<file path="config.mk">
export PLATFORM = sky130hd
export DESIGN_NAME = wb_fifo_slave
export DESIGN_NICKNAME = d
export VERILOG_FILES = /design/src/rtl/wb_fifo_slave_pkg.sv /design/src/rtl/wb_sync_fifo.sv /design/src/rtl/wb_fifo_slave.sv
export SDC_FILE = /design/constraint.sdc
export NUM_CORES = 1
export LEC_CHECK = 0
export CORE_UTILIZATION = 30
export DETAILED_ROUTE_END_ITERATION = 16
export GPL_TIMING_DRIVEN = 0
export PLACE_DENSITY = 0.52
export REMOVE_ABC_BUFFERS = 1
export SETUP_SLACK_MARGIN = 0.02
export SKIP_LAST_GASP = 1
export SYNTH_ARGS = -nofsm -noshare
export SYNTH_HDL_FRONTEND = slang
export SYNTH_SLANG_ARGS = --single-unit
export TNS_END_PERCENT = 100
</file>
<file path="constraint.sdc">
create_clock -name wb_clk -period 3.7 [get_ports wb_clk]
set_input_delay 0.555 -clock wb_clk [delete_from_list [all_inputs] [get_ports wb_clk]]
set_output_delay 0.555 -clock wb_clk [all_outputs]
set_load 0.01 [all_outputs]
</file>
<file path="src/rtl/wb_fifo_slave_pkg.sv">
// Shared constants for wb_fifo_slave: register word offsets, CTRL/STATUS bit positions
// and the default ID value.
package wb_fifo_slave_pkg;

  localparam logic [2:0] REG_ID       = 3'd0;
  localparam logic [2:0] REG_CTRL     = 3'd1;
  localparam logic [2:0] REG_STATUS   = 3'd2;
  localparam logic [2:0] REG_TX_DATA  = 3'd3;
  localparam logic [2:0] REG_RX_DATA  = 3'd4;
  localparam logic [2:0] REG_TX_LEVEL = 3'd5;
  localparam logic [2:0] REG_RX_LEVEL = 3'd6;

  localparam int unsigned CTRL_TX_FLUSH  = 0;
  localparam int unsigned CTRL_RX_FLUSH  = 1;
  localparam int unsigned CTRL_RX_IRQ_EN = 2;

  localparam int unsigned ST_TX_FULL      = 0;
  localparam int unsigned ST_TX_EMPTY     = 1;
  localparam int unsigned ST_RX_FULL      = 2;
  localparam int unsigned ST_RX_EMPTY     = 3;
  localparam int unsigned ST_TX_OVERFLOW  = 4;
  localparam int unsigned ST_RX_UNDERFLOW = 5;
  localparam int unsigned ST_BAD_SEL      = 6;

  localparam logic [15:0] ID_DEFAULT = 16'hF1F0;

endpackage

</file>
<file path="src/rtl/wb_sync_fifo.sv">
// Single-clock FIFO with explicit occupancy count; flush takes priority over push/pop.
// Push into a full FIFO and pop from an empty one are ignored.
module wb_sync_fifo #(
  parameter int unsigned DWIDTH = 16,
  parameter int unsigned AWIDTH = 4
) (
  input  logic              clk,
  input  logic              rst,
  input  logic              push,
  input  logic [DWIDTH-1:0] push_data,
  input  logic              pop,
  output logic [DWIDTH-1:0] pop_data,
  input  logic              flush,
  output logic              full,
  output logic              empty,
  output logic [AWIDTH:0]   count
);

  localparam int unsigned DEPTH = 1 << AWIDTH;
  localparam logic [AWIDTH:0] FULL_COUNT = (AWIDTH + 1)'(DEPTH);

  logic [DWIDTH-1:0] mem_q [DEPTH];
  logic [AWIDTH-1:0] wr_ptr_q, wr_ptr_d;
  logic [AWIDTH-1:0] rd_ptr_q, rd_ptr_d;
  logic [AWIDTH:0]   count_q, count_d;
  logic              push_ok, pop_ok;

  assign full     = (count_q == FULL_COUNT);
  assign empty    = (count_q == '0);
  assign count    = count_q;
  assign pop_data = mem_q[rd_ptr_q];
  assign push_ok  = push & ~full;
  assign pop_ok   = pop & ~empty;

  always_comb begin
    wr_ptr_d = wr_ptr_q;
    rd_ptr_d = rd_ptr_q;
    count_d  = count_q;
    if (flush) begin
      wr_ptr_d = '0;
      rd_ptr_d = '0;
      count_d  = '0;
    end else begin
      if (push_ok) wr_ptr_d = wr_ptr_q + 1'b1;
      if (pop_ok)  rd_ptr_d = rd_ptr_q + 1'b1;
      case ({push_ok, pop_ok})
        2'b10:   count_d = count_q + 1'b1;
        2'b01:   count_d = count_q - 1'b1;
        default: count_d = count_q;
      endcase
    end
  end

  always_ff @(posedge clk) begin
    if (rst) begin
      wr_ptr_q <= '0;
      rd_ptr_q <= '0;
      count_q  <= '0;
    end else begin
      wr_ptr_q <= wr_ptr_d;
      rd_ptr_q <= rd_ptr_d;
      count_q  <= count_d;
    end
  end

  // Storage needs no reset; only words below count are ever observed.
  always_ff @(posedge clk) begin
    if (push_ok && !flush && !rst) mem_q[wr_ptr_q] <= push_data;
  end

endmodule

</file>
<file path="src/rtl/wb_fifo_slave.sv">
// Wishbone slave with ID/CTRL/STATUS registers and TX/RX 16-bit stream FIFOs.
// Define WB_FIFO_SLAVE_IRQ_EN to add the registered irq output and CTRL.rx_irq_en.
module wb_fifo_slave
  import wb_fifo_slave_pkg::*;
#(
  parameter int unsigned FIFO_AWIDTH = 4,
  parameter logic [15:0] ID_VALUE    = ID_DEFAULT
) (
  input  logic        wb_clk,
  input  logic        wb_rst,
  input  logic [10:0] wb_adr_i,
  input  logic [15:0] wb_dat_i,
  output logic [15:0] wb_dat_o,
  input  logic [1:0]  wb_sel_i,
  input  logic        wb_cyc_i,
  input  logic        wb_stb_i,
  input  logic        wb_we_i,
  output logic        wb_ack_o,
  output logic [15:0] tx_tdata,
  output logic        tx_tvalid,
  input  logic        tx_tready,
  input  logic [15:0] rx_tdata,
  input  logic        rx_tvalid,
  output logic        rx_tready
`ifdef WB_FIFO_SLAVE_IRQ_EN
  ,
  output logic        irq
`endif
);

  logic        ack_q, ack_d;
  logic [15:0] dat_q, dat_d;
  logic [2:0]  sticky_q, sticky_d;  // {bad_sel, rx_underflow, tx_overflow}
  logic [2:0]  sticky_set, sticky_clr;
  logic        irq_en;

  logic        access, decoded, wr_hit, rd_hit, full_sel;
  logic [2:0]  word;
  logic        tx_push, tx_flush, rx_pop, rx_flush;
  logic        tx_full, tx_empty, rx_full, rx_empty;
  logic [FIFO_AWIDTH:0] tx_count, rx_count;
  logic [15:0] rx_head, rd_data;
  logic        unused_adr;

  assign unused_adr = wb_adr_i[0];

  // A held strobe is ignored during the ack cycle so it is not re-acked.
  assign access   = wb_cyc_i & wb_stb_i & ~ack_q;
  assign decoded  = (wb_adr_i[10:4] == 7'd0);
  assign word     = wb_adr_i[3:1];
  assign wr_hit   = access & wb_we_i & decoded;
  assign rd_hit   = access & ~wb_we_i & decoded;
  assign full_sel = (wb_sel_i == 2'b11);

  assign tx_push  = wr_hit & (word == REG_TX_DATA) & full_sel;
  assign tx_flush = wr_hit & (word == REG_CTRL) & wb_sel_i[0] & wb_dat_i[CTRL_TX_FLUSH];
  assign rx_flush = wr_hit & (word == REG_CTRL) & wb_sel_i[0] & wb_dat_i[CTRL_RX_FLUSH];
  assign rx_pop   = rd_hit & (word == REG_RX_DATA);

  wb_sync_fifo #(
    .DWIDTH (16),
    .AWIDTH (FIFO_AWIDTH)
  ) u_tx_fifo (
    .clk       (wb_clk),
    .rst       (wb_rst),
    .push      (tx_push),
    .push_data (wb_dat_i),
    .pop       (tx_tready),
    .pop_data  (tx_tdata),
    .flush     (tx_flush),
    .full      (tx_full),
    .empty     (tx_empty),
    .count     (tx_count)
  );

  wb_sync_fifo #(
    .DWIDTH (16),
    .AWIDTH (FIFO_AWIDTH)
  ) u_rx_fifo (
    .clk       (wb_clk),
    .rst       (wb_rst),
    .push      (rx_tvalid),
    .push_data (rx_tdata),
    .pop       (rx_pop),
    .pop_data  (rx_head),
    .flush     (rx_flush),
    .full      (rx_full),
    .empty     (rx_empty),
    .count     (rx_count)
  );

  assign tx_tvalid = ~tx_empty;
  assign rx_tready = ~rx_full;

  assign sticky_set = {wr_hit & (word == REG_TX_DATA) & ~full_sel,
                       rx_pop & rx_empty,
                       tx_push & tx_full};
  assign sticky_clr = (wr_hit && word == REG_STATUS && wb_sel_i[0]) ?
                      wb_dat_i[ST_BAD_SEL:ST_TX_OVERFLOW] : 3'b000;
  assign sticky_d   = (sticky_q & ~sticky_clr) | sticky_set;

  always_comb begin
    rd_data = '0;
    if (decoded) begin
      case (word)
        REG_ID:       rd_data = ID_VALUE;
        REG_CTRL:     rd_data[CTRL_RX_IRQ_EN] = irq_en;
        REG_STATUS: begin
          rd_data[ST_TX_FULL]                      = tx_full;
          rd_data[ST_TX_EMPTY]                     = tx_empty;
          rd_data[ST_RX_FULL]                      = rx_full;
          rd_data[ST_RX_EMPTY]                     = rx_empty;
          rd_data[ST_BAD_SEL:ST_TX_OVERFLOW]       = sticky_q;
        end
        REG_RX_DATA:  rd_data = rx_empty ? 16'h0000 : rx_head;
        REG_TX_LEVEL: rd_data = 16'(tx_count);
        REG_RX_LEVEL: rd_data = 16'(rx_count);
        default:      rd_data = '0;
      endcase
    end
  end

  assign ack_d = access;
  assign dat_d = (access && !wb_we_i) ? rd_data : 16'h0000;

  always_ff @(posedge wb_clk) begin
    if (wb_rst) begin
      ack_q    <= 1'b0;
      dat_q    <= '0;
      sticky_q <= '0;
    end else begin
      ack_q    <= ack_d;
      dat_q    <= dat_d;
      sticky_q <= sticky_d;
    end
  end

  assign wb_ack_o = ack_q;
  assign wb_dat_o = dat_q;

`ifdef WB_FIFO_SLAVE_IRQ_EN
  logic irq_en_q, irq_en_d;
  logic irq_q, irq_d;

  assign irq_en_d = (wr_hit && word == REG_CTRL && wb_sel_i[0]) ?
                    wb_dat_i[CTRL_RX_IRQ_EN] : irq_en_q;
  assign irq_d    = (irq_en_q & ~rx_empty) | (|sticky_q);

  always_ff @(posedge wb_clk) begin
    if (wb_rst) begin
      irq_en_q <= 1'b0;
      irq_q    <= 1'b0;
    end else begin
      irq_en_q <= irq_en_d;
      irq_q    <= irq_d;
    end
  end

  assign irq_en = irq_en_q;
  assign irq    = irq_q;
`else
  assign irq_en = 1'b0;
`endif

endmodule

</file>
==> summary.md, run 1 <==
| Metric | Value |
|---|---|
| Total GRT Usage | ~14% |
| Async set or reset register ratio after synthesis | 0% |
| Crit Path Class | reg -> out |
| Wirelength per Cell | roughly 23 um |
| Largest stage delay on the critical path | around 0.54 ns |
| Core region area | between 70000 and 80000 um^2 |
| Final WS setup | between 0.15 and 0.2 ns |
| Yosys Warn Count | 0 |
| Critical Path RT | 3.14 ns |
| Peak VDD IR | about 0.00038 V |
| Post-DP HPWL | 32100 um |
| Setup WS pre-CTS | -0.666 ns |
| DRC viols | 0 |
| Hold path depth | 2 |
| CP max FO | 13 |
| Share of layout cells above drive strength 1 | 25.0% |
| Via count | approximately 11k |
| Top cell by count, worst path | mux4_2 |
| Final setup viols | 0 |
| Inst Count DP | approximately 2.1k |
| Starting Density | just over 30% |
| Gate Count Post-Synth | roughly 1.1k |
| Num CTS Buffers | 56 |
| Vias in the first global route | approximately 11k |
| RSZ-0062 raised after global routing | no |
| Die area | approximately 74000 um^2 |
| Worst slew margin | about 16% |
| Max-cap violations | 0 |
| Worst Skew | ~0.026 ns |
| Status | complete, no violations |
| HP Class | reg -> reg |
| Critical Path Start Type | flip-flop |
| Buf/Inv on CP | 3 |
| Post-DRT Antenna Nets | 0 |
| Clock Tree Buf Depth | 3 |
| GRT Residual Overflow | 0 |
| Routability cong. | 0.709 |
| Sequential fraction of the synthesis area | 75.1% |
| Layout Cells excl Fill | 2220 |
| Mapped cell area | 21900 um^2 |
| Design area | approximately 27000 um^2 |
| # fillers | approximately 6.6k |
| Power Density | just under 500 nW/um^2 |
| Fin. max-slew vios | 0 |
| Die width | roughly 270 um |
| FF/Latch Area | 16500 um^2 |
| Worst EP arrival | around 3.0 ns |
| Cell family with most CP delay | multiplexers |
| Wire length on met2 | 25900 um |
| Post-synth EDFFs | approximately 510 |
| Slew @ Worst Pin | between 1 and 1.5 ns |
| Global-route wire length before repair | 74900 um |
| Crit. End Element | output port |
| Levels on crit path | 5 |
| First drt pass iteration count | 5 |
| Top-Level Pins | 87 |
| Leak Pwr | between 8 and 9 nW |
| Multi-input logic area | between 5000 and 6000 um^2 |
| CP max stage cell | mux4_2 |
| # port buffers | 85 |
| Clk_lat worst skew | 0.62 ns |
| Number of antenna violations at the first check in global routing | 4 |
| Max layer used | met5 |
| Worst-case reg-to-reg path depth | 11 |
| Fmax | ~0.29 GHz |
| Final Hold Vio Count | 0 |
| Layout Nets | 1293 |
| CTS Root Cell | clkbuf_16 |
| Mean Syn Cell Area | about 20 um^2 |
| Synth unique cells | 50 |
| Hold WS | 0.488 ns |
| Count of hold buffers inserted by post-cts repair | 0 |
| Largest net degree at the start of global routing | slightly below 60 |
| Drt total wl | approximately 51000 um |
| Sum of negative setup slack | 0 ns |
| Worst-path clk slew | ~0.06 ns |
| Die H | 272 um |
| Clock sink total | 566 |
| Wl on met1 | roughly 22000 um |
| Crit path time final | approximately 3.5 ns |
| CP Cell Sequence | buf_16 > bufbuf_16 > mux4_2 > mux4_2 > clkdlybuf4s50_1 |
| Via density | about 4.8 |
| Area growth, synth to finish | 21.0% |
| CTS tree | built |
| Seq cells post-synth | 566 |
| Synth Flop Type | edfxtp_1 |
| Final period util | 94.7% |
| # rows | a little under 100 |
| Wire length on met3 | 2500 um |
| H-tree levels | 2 |
| Placed cell areas | approximately 25000 um^2 |
| Iteration-0 DRC Markers | roughly 750 |
flip-flops by register name, indices dropped and copies added, names as in the netlist, 3 cells and up, named ones only:
signal	flops
sticky_q	3
u_rx_fifo.rd_ptr_q	4
u_tx_fifo.wr_ptr_q	4
u_rx_fifo.mem_q	256
u_rx_fifo.wr_ptr_q	4
u_tx_fifo.count	5
u_tx_fifo.rd_ptr_q	4
wb_dat_o	16
u_rx_fifo.count	5
u_tx_fifo.mem_q	256
Yosys cell counts (11+ instances only):
cell type | instances | area, um^2
mux4_2 | 146 | 3290
a21oi_1 | 26 | 130
nand2_1 | 32 | 120
mux2i_1 | 12 | 120
edfxtp_1 | 512 | 15400
nor2_1 | 69 | 259
ha_1 | 18 | 225
clkbuf_1 | 31 | 116
buf_1 | 13 | 48.8
nor2b_1 | 16 | 100
a22oi_1 | 11 | 82.6
dfxtp_1 | 54 | 1080
o21ai_0 | 18 | 90.1
power breakdown:
group	switching, W	internal [W]	total (W)	leakage, nW
Combinational	0.000334	0.000307	0.000641	2.25
Clock	0.00237	0.00303	0.00540	0.850
Sequential	0.0000321	0.00700	0.00703	5.05
logic make-up (layout without fill, tap and decap cells):
| family | after synthesis | in the layout | synth area share [%] |
|---|---|---|---|
| buf+inv | 61 | 246 | 1.08 |
| mux | 159 | 159 | 15.6 |
| other cells | 0 | 2 | 0 |
| fa+ha+maj | 19 | 19 | 1.12 |
| simple gates | 172 | 172 | 3.87 |
| flops | 566 | 566 | 75.1 |
| compound gates | 91 | 91 | 2.68 |
| xor+xnor | 15 | 15 | 0.599 |
what timing repair did:
item                                    in CTS  in global routing
buffers inserted                             4                  1
endpoints found under the setup margin      10                  3
gates resized for setup                      1                  0
pin swaps                                    0                  1
cloned                                       2                  0
layer usage:
metal  track usage (%)  vias to the layer above
li1                  -                     4730
met1              18.1                     5667
met3              2.67                       80
met2              23.5                      260
met5                 0                        -
met4              3.71                        8
through the flow:
stage          total power, W  utilization, %
6_report               0.0131            36.9
5_1_grt                0.0135            36.9
4_1_cts                0.0132            36.9
3_5_place_dp          0.00779            34.3
3_3_place_gp          0.00778            33.1
2_1_floorplan         0.00751               -
area by class of cell:
type / instances / share of cell area, %
diodes: 2 / 0.0189
clock buffers: 74 / 5.73
clock inverters: 30 / 0.839
inverters: 11 / 0.156
multi-input cells: 456 / 20.1
flip-flops and latches: 566 / 62.1
well taps: 950 / 4.48
repair buffers: 131 / 6.63
worst reg2reg max path: stages (launching register included):
cell and delay, ns:
dfxtp_1 0.37, or4_1 0.64, o211a_1 0.47, nand2_1 0.23
inv_1 0.06, ha_1 0.26, fa_1 0.43, a21o_1 0.19
a21oi_1 0.17, xor2_1 0.10, or3_1 0.31, a21oi_1 0.14
final timing paths:
| kind | start | to | slack [ns] |
|---|---|---|---|
| min | sticky_q[2] | sticky_q[2] | 0.49 |
| min reg2reg | sticky_q[2] | sticky_q[2] | 0.49 |
| max reg2reg | u_rx_fifo.count[0] | u_rx_fifo.count[4] | 0.28 |
| max | flip-flop | tx_tdata[8] | 0.20 |
placed cells by master, fill, tap and decap left out, types with 26 or more instances in the layout:
master / n
clkbuf_16: 57
nor2_1: 37
a21oi_1: 26
mux4_2: 146
clkdlybuf4s50_1: 85
nor2_2: 31
dfxtp_1: 48
edfxtp_1: 512
nand2_1: 32
(Power assumes the default switching activity.)
==> run 2, diff against run 1 <==
- CELL_PAD_IN_SITES_DETAIL_PLACEMENT: unset -> 1
- CELL_PAD_IN_SITES_GLOBAL_PLACEMENT: unset -> 1
- PLACE_DENSITY: 0.52 -> 0.56
==> run 2 against run 1 <==
Effect of this change:
- maximum frequency is 0.88% higher
- sequential share of layout area is 0.18 points higher
- global-route usage is 0.73 points higher
- non-clock buffer count is 21 lower
- core utilization is 0.11 points lower
- combinational power is 1% lower
- critical endpoint is now u_tx_fifo.count[4]
- largest cell class unchanged
- largest power group unchanged
==> summary.md, run 2 (same netlist as run 1, synthesis figures left out) <==
| Metric | Value |
|---|---|
| Status | complete, no violations (unchanged) |
| Hold path depth | 2 (unchanged) |
| CP max stage cell | or4_4 (was mux4_2) |
| Worst reg2reg path startpoint | u_rx_fifo.count[0] (unchanged) |
| Crit Path Class | in -> reg (was reg -> out) |
| Worst-path clk slew | 0.06 ns (about the same) |
| Critical Path RT | 4.23 ns (was 3.14 ns) |
| Largest net degree at the start of global routing | 56 (was 58) |
| # fillers | 7103 (was 6586) |
| Iteration-0 DRC Markers | 746 (was 748) |
| Final Hold Vio Count | 0 (unchanged) |
| Worst R2R Setup Slack | 0.24 ns (was 0.28 ns) |
| Count of hold buffers inserted by post-cts repair | 0 (unchanged) |
| Worst EP arrival | 4.01 ns (was 2.95 ns) |
| First drt pass iteration count | 4 (was 5) |
| Worst Skew | 0.0161 ns (was 0.0259 ns) |
| Crit path time final | 3.47 ns (was 3.50 ns) |
| CP max FO | 8 (was 13) |
| Fmax | 0.288 GHz (was 0.285 GHz) |
| Num CTS Buffers | 56 (unchanged) |
| Design area | 26500 um^2 (about the same) |
| H-tree levels | 2 (unchanged) |
| Wirelength per Cell | 24.5 um (was 23.0 um) |
| Final WS setup | 0.227 ns (was 0.197 ns) |
| Crit path launch | wb_adr_i[6] |
| Source of the worst hold timing path | sticky_q[2] (unchanged) |
| Clk_lat worst skew | 0.61 ns (was 0.62 ns) |
| DRC viols | 0 (unchanged) |
| Setup WS pre-CTS | -0.798 ns (was -0.666 ns) |
| Starting Density | 30.5% (unchanged) |
| WHS Endpoint | sticky_q[2] (unchanged) |
| Peak VDD IR | 0.000379 V (was 0.000383 V) |
| Drt total wl | 53800 um (was 51000 um) |
| Crit. End Element | flip-flop (was output port) |
| Clock sink total | 566 (unchanged) |
| Final period util | 93.9% (was 94.7%) |
| CP Cell Sequence | clkdlybuf4s50_1 > or4_4 > or3_4 > nor4_4 > inv_2 > ha_1 > xor2_1 > ha_1 > a211o_1 > a21oi_1 > a221oi_1 > or3_1 > a21oi_1 (was buf_16 > bufbuf_16 > mux4_2 > mux4_2 > clkdlybuf4s50_1) |
| Routability cong. | 0.713 (was 0.709) |
| Commonest non-fill, non-tap cell in the layout | edfxtp_1 (unchanged) |
| Fin. max-slew vios | 0 (unchanged) |
| Total Power | 0.0138 W (was 0.0131 W) |
| RSZ-0062 raised after global routing | no (unchanged) |
| Multi-input logic area | 5410 um^2 (was 5330 um^2) |
| Share of layout cells above drive strength 1 | 24.3% (was 25.0%) |
| Die area | 74200 um^2 (unchanged) |
| Leak Pwr | 8.07 nW (was 8.14 nW) |
| Max-cap violations | 0 (unchanged) |
| Total GRT Usage | 14.6% (was 13.8%) |
| Clock Tree Buf Depth | 3 (unchanged) |
| Layout Nets | 1272 (was 1293) |
| Post-DP HPWL | 31000 um (was 32100 um) |
| # port buffers | 85 (unchanged) |
| Most frequent cells in the layout | edfxtp_1, mux4_2, clkdlybuf4s50_1 (unchanged) |
| CTS Root Cell | clkbuf_16 (unchanged) |
| Area growth, synth to finish | 20.7% (was 21.0%) |
| Slew @ Worst Pin | 1.26 ns (about the same) |
| Post-DRT Antenna Nets | 0 (unchanged) |
| Worst slew margin | 15.6% (was 15.7%) |
| GRT Residual Overflow | 0 (unchanged) |
| Critical Path Start Type | input port (was flip-flop) |
| Die width | 272 um (unchanged) |
| # rows | 98 (unchanged) |
| Placed cell areas | 24400 um^2 (was 24700 um^2) |
| Global-route wire length before repair | 78400 um (was 74900 um) |
| CTS tree | built (unchanged) |
| Largest stage delay on the critical path | 0.61 ns (was 0.54 ns) |
| Number of antenna violations at the first check in global routing | 3 (was 4) |
| Die H | 272 um (unchanged) |
| Vias in the first global route | 11.5k (was 11.2k) |
| Worst-case reg-to-reg path depth | 11 (unchanged) |
| HP Class | reg -> reg (unchanged) |
| R2r endpoint | u_rx_fifo.count[4] (unchanged) |
| FF/Latch Area | 16500 um^2 (unchanged) |
| Via count | 10.8k (was 10.7k) |
| Core region area | 71900 um^2 (unchanged) |
| Via density | 4.91 (was 4.84) |
| Final setup viols | 0 (unchanged) |
| Power Density | 521 nW/um^2 (was 493 nW/um^2) |
| Top-Level Pins | 87 (unchanged) |
[run 2: changes by cell type in the layout (fill, tap and decap cells not counted), moves of 3 or more]
cell       previous run  this run
nor2_2               31        15
nor2_4                1        17
buf_8                18         7
bufinv_16             2        11
clkinv_1             13         5
buf_16               17        12
buf_6                 3         0
[run 2: final cells by class]
class / count / share of cell area [%]
clock buffer: 76 / 5.77
multi-input combinational: 456 / 20.4
tap: 950 / 4.49
antenna: 2 / 0.0189
clock inverter: 30 / 1.68
sequential: 566 / 62.3
timing repair buffer: 110 / 5.17
inverter: 11 / 0.156
[run 2: layer usage]
metal	global-route usage (%)	wire (um)
met5	0	15
met4	3.74	1010
met3	2.41	2290
met2	23.8	26100
met1	20.1	24500
[run 2: what timing repair did]
action,in CTS,in global routing
endpoints found under the setup margin,11,1
resized for setup,1,0
pin swaps,0,1
buffers inserted,4,1
[run 2: report_power, final]
part	switching (W)	total, W	internal (W)
logic	0.000344	0.000634	0.000290
clock network	0.00244	0.00611	0.00367
registers	0.0000305	0.00703	0.00700
total	0.00281	0.0138	0.0110
[run 2: worst max path at each step]
| stage | end | slack [ns] | cells after the start |
|---|---|---|---|
| 2_1_floorplan | tx_tdata[0] | -0.74 | 2 |
| 6_report | u_tx_fifo.count[4] | 0.23 | 13 |
| 4_1_cts | u_tx_fifo.count[4] | 0.04 | 13 |
| 3_5_place_dp | u_rx_fifo.count[4] | -0.80 | 12 |
| 3_3_place_gp | tx_tdata[1] | -2.67 | 3 |
| 5_1_grt | u_rx_fifo.count[4] | 0.03 | 11 |
[run 2: stage by stage]
step           setup TNS (ns)  hold slack [ns]  util, %  std cells
2_1_floorplan          -17.36            0.422        -       1033
5_1_grt                     0            0.532     36.8       2199
6_report                    0            0.492     36.8       2201
3_3_place_gp          -656.68            0.475     33.1       2068
3_5_place_dp          -137.92            0.478     34.0       2088
4_1_cts                     0            0.491     36.8       2198
[run 2: worst max-delay path: cells and delay by family]
kind	cells	cell delay (ns)
buffers and inverters	2	0.51
AOI/OAI and AO/OA	4	0.65
and+or+nand+nor	4	1.58
adders and majority gates	2	0.53
xor gates and xnor gates	1	0.18
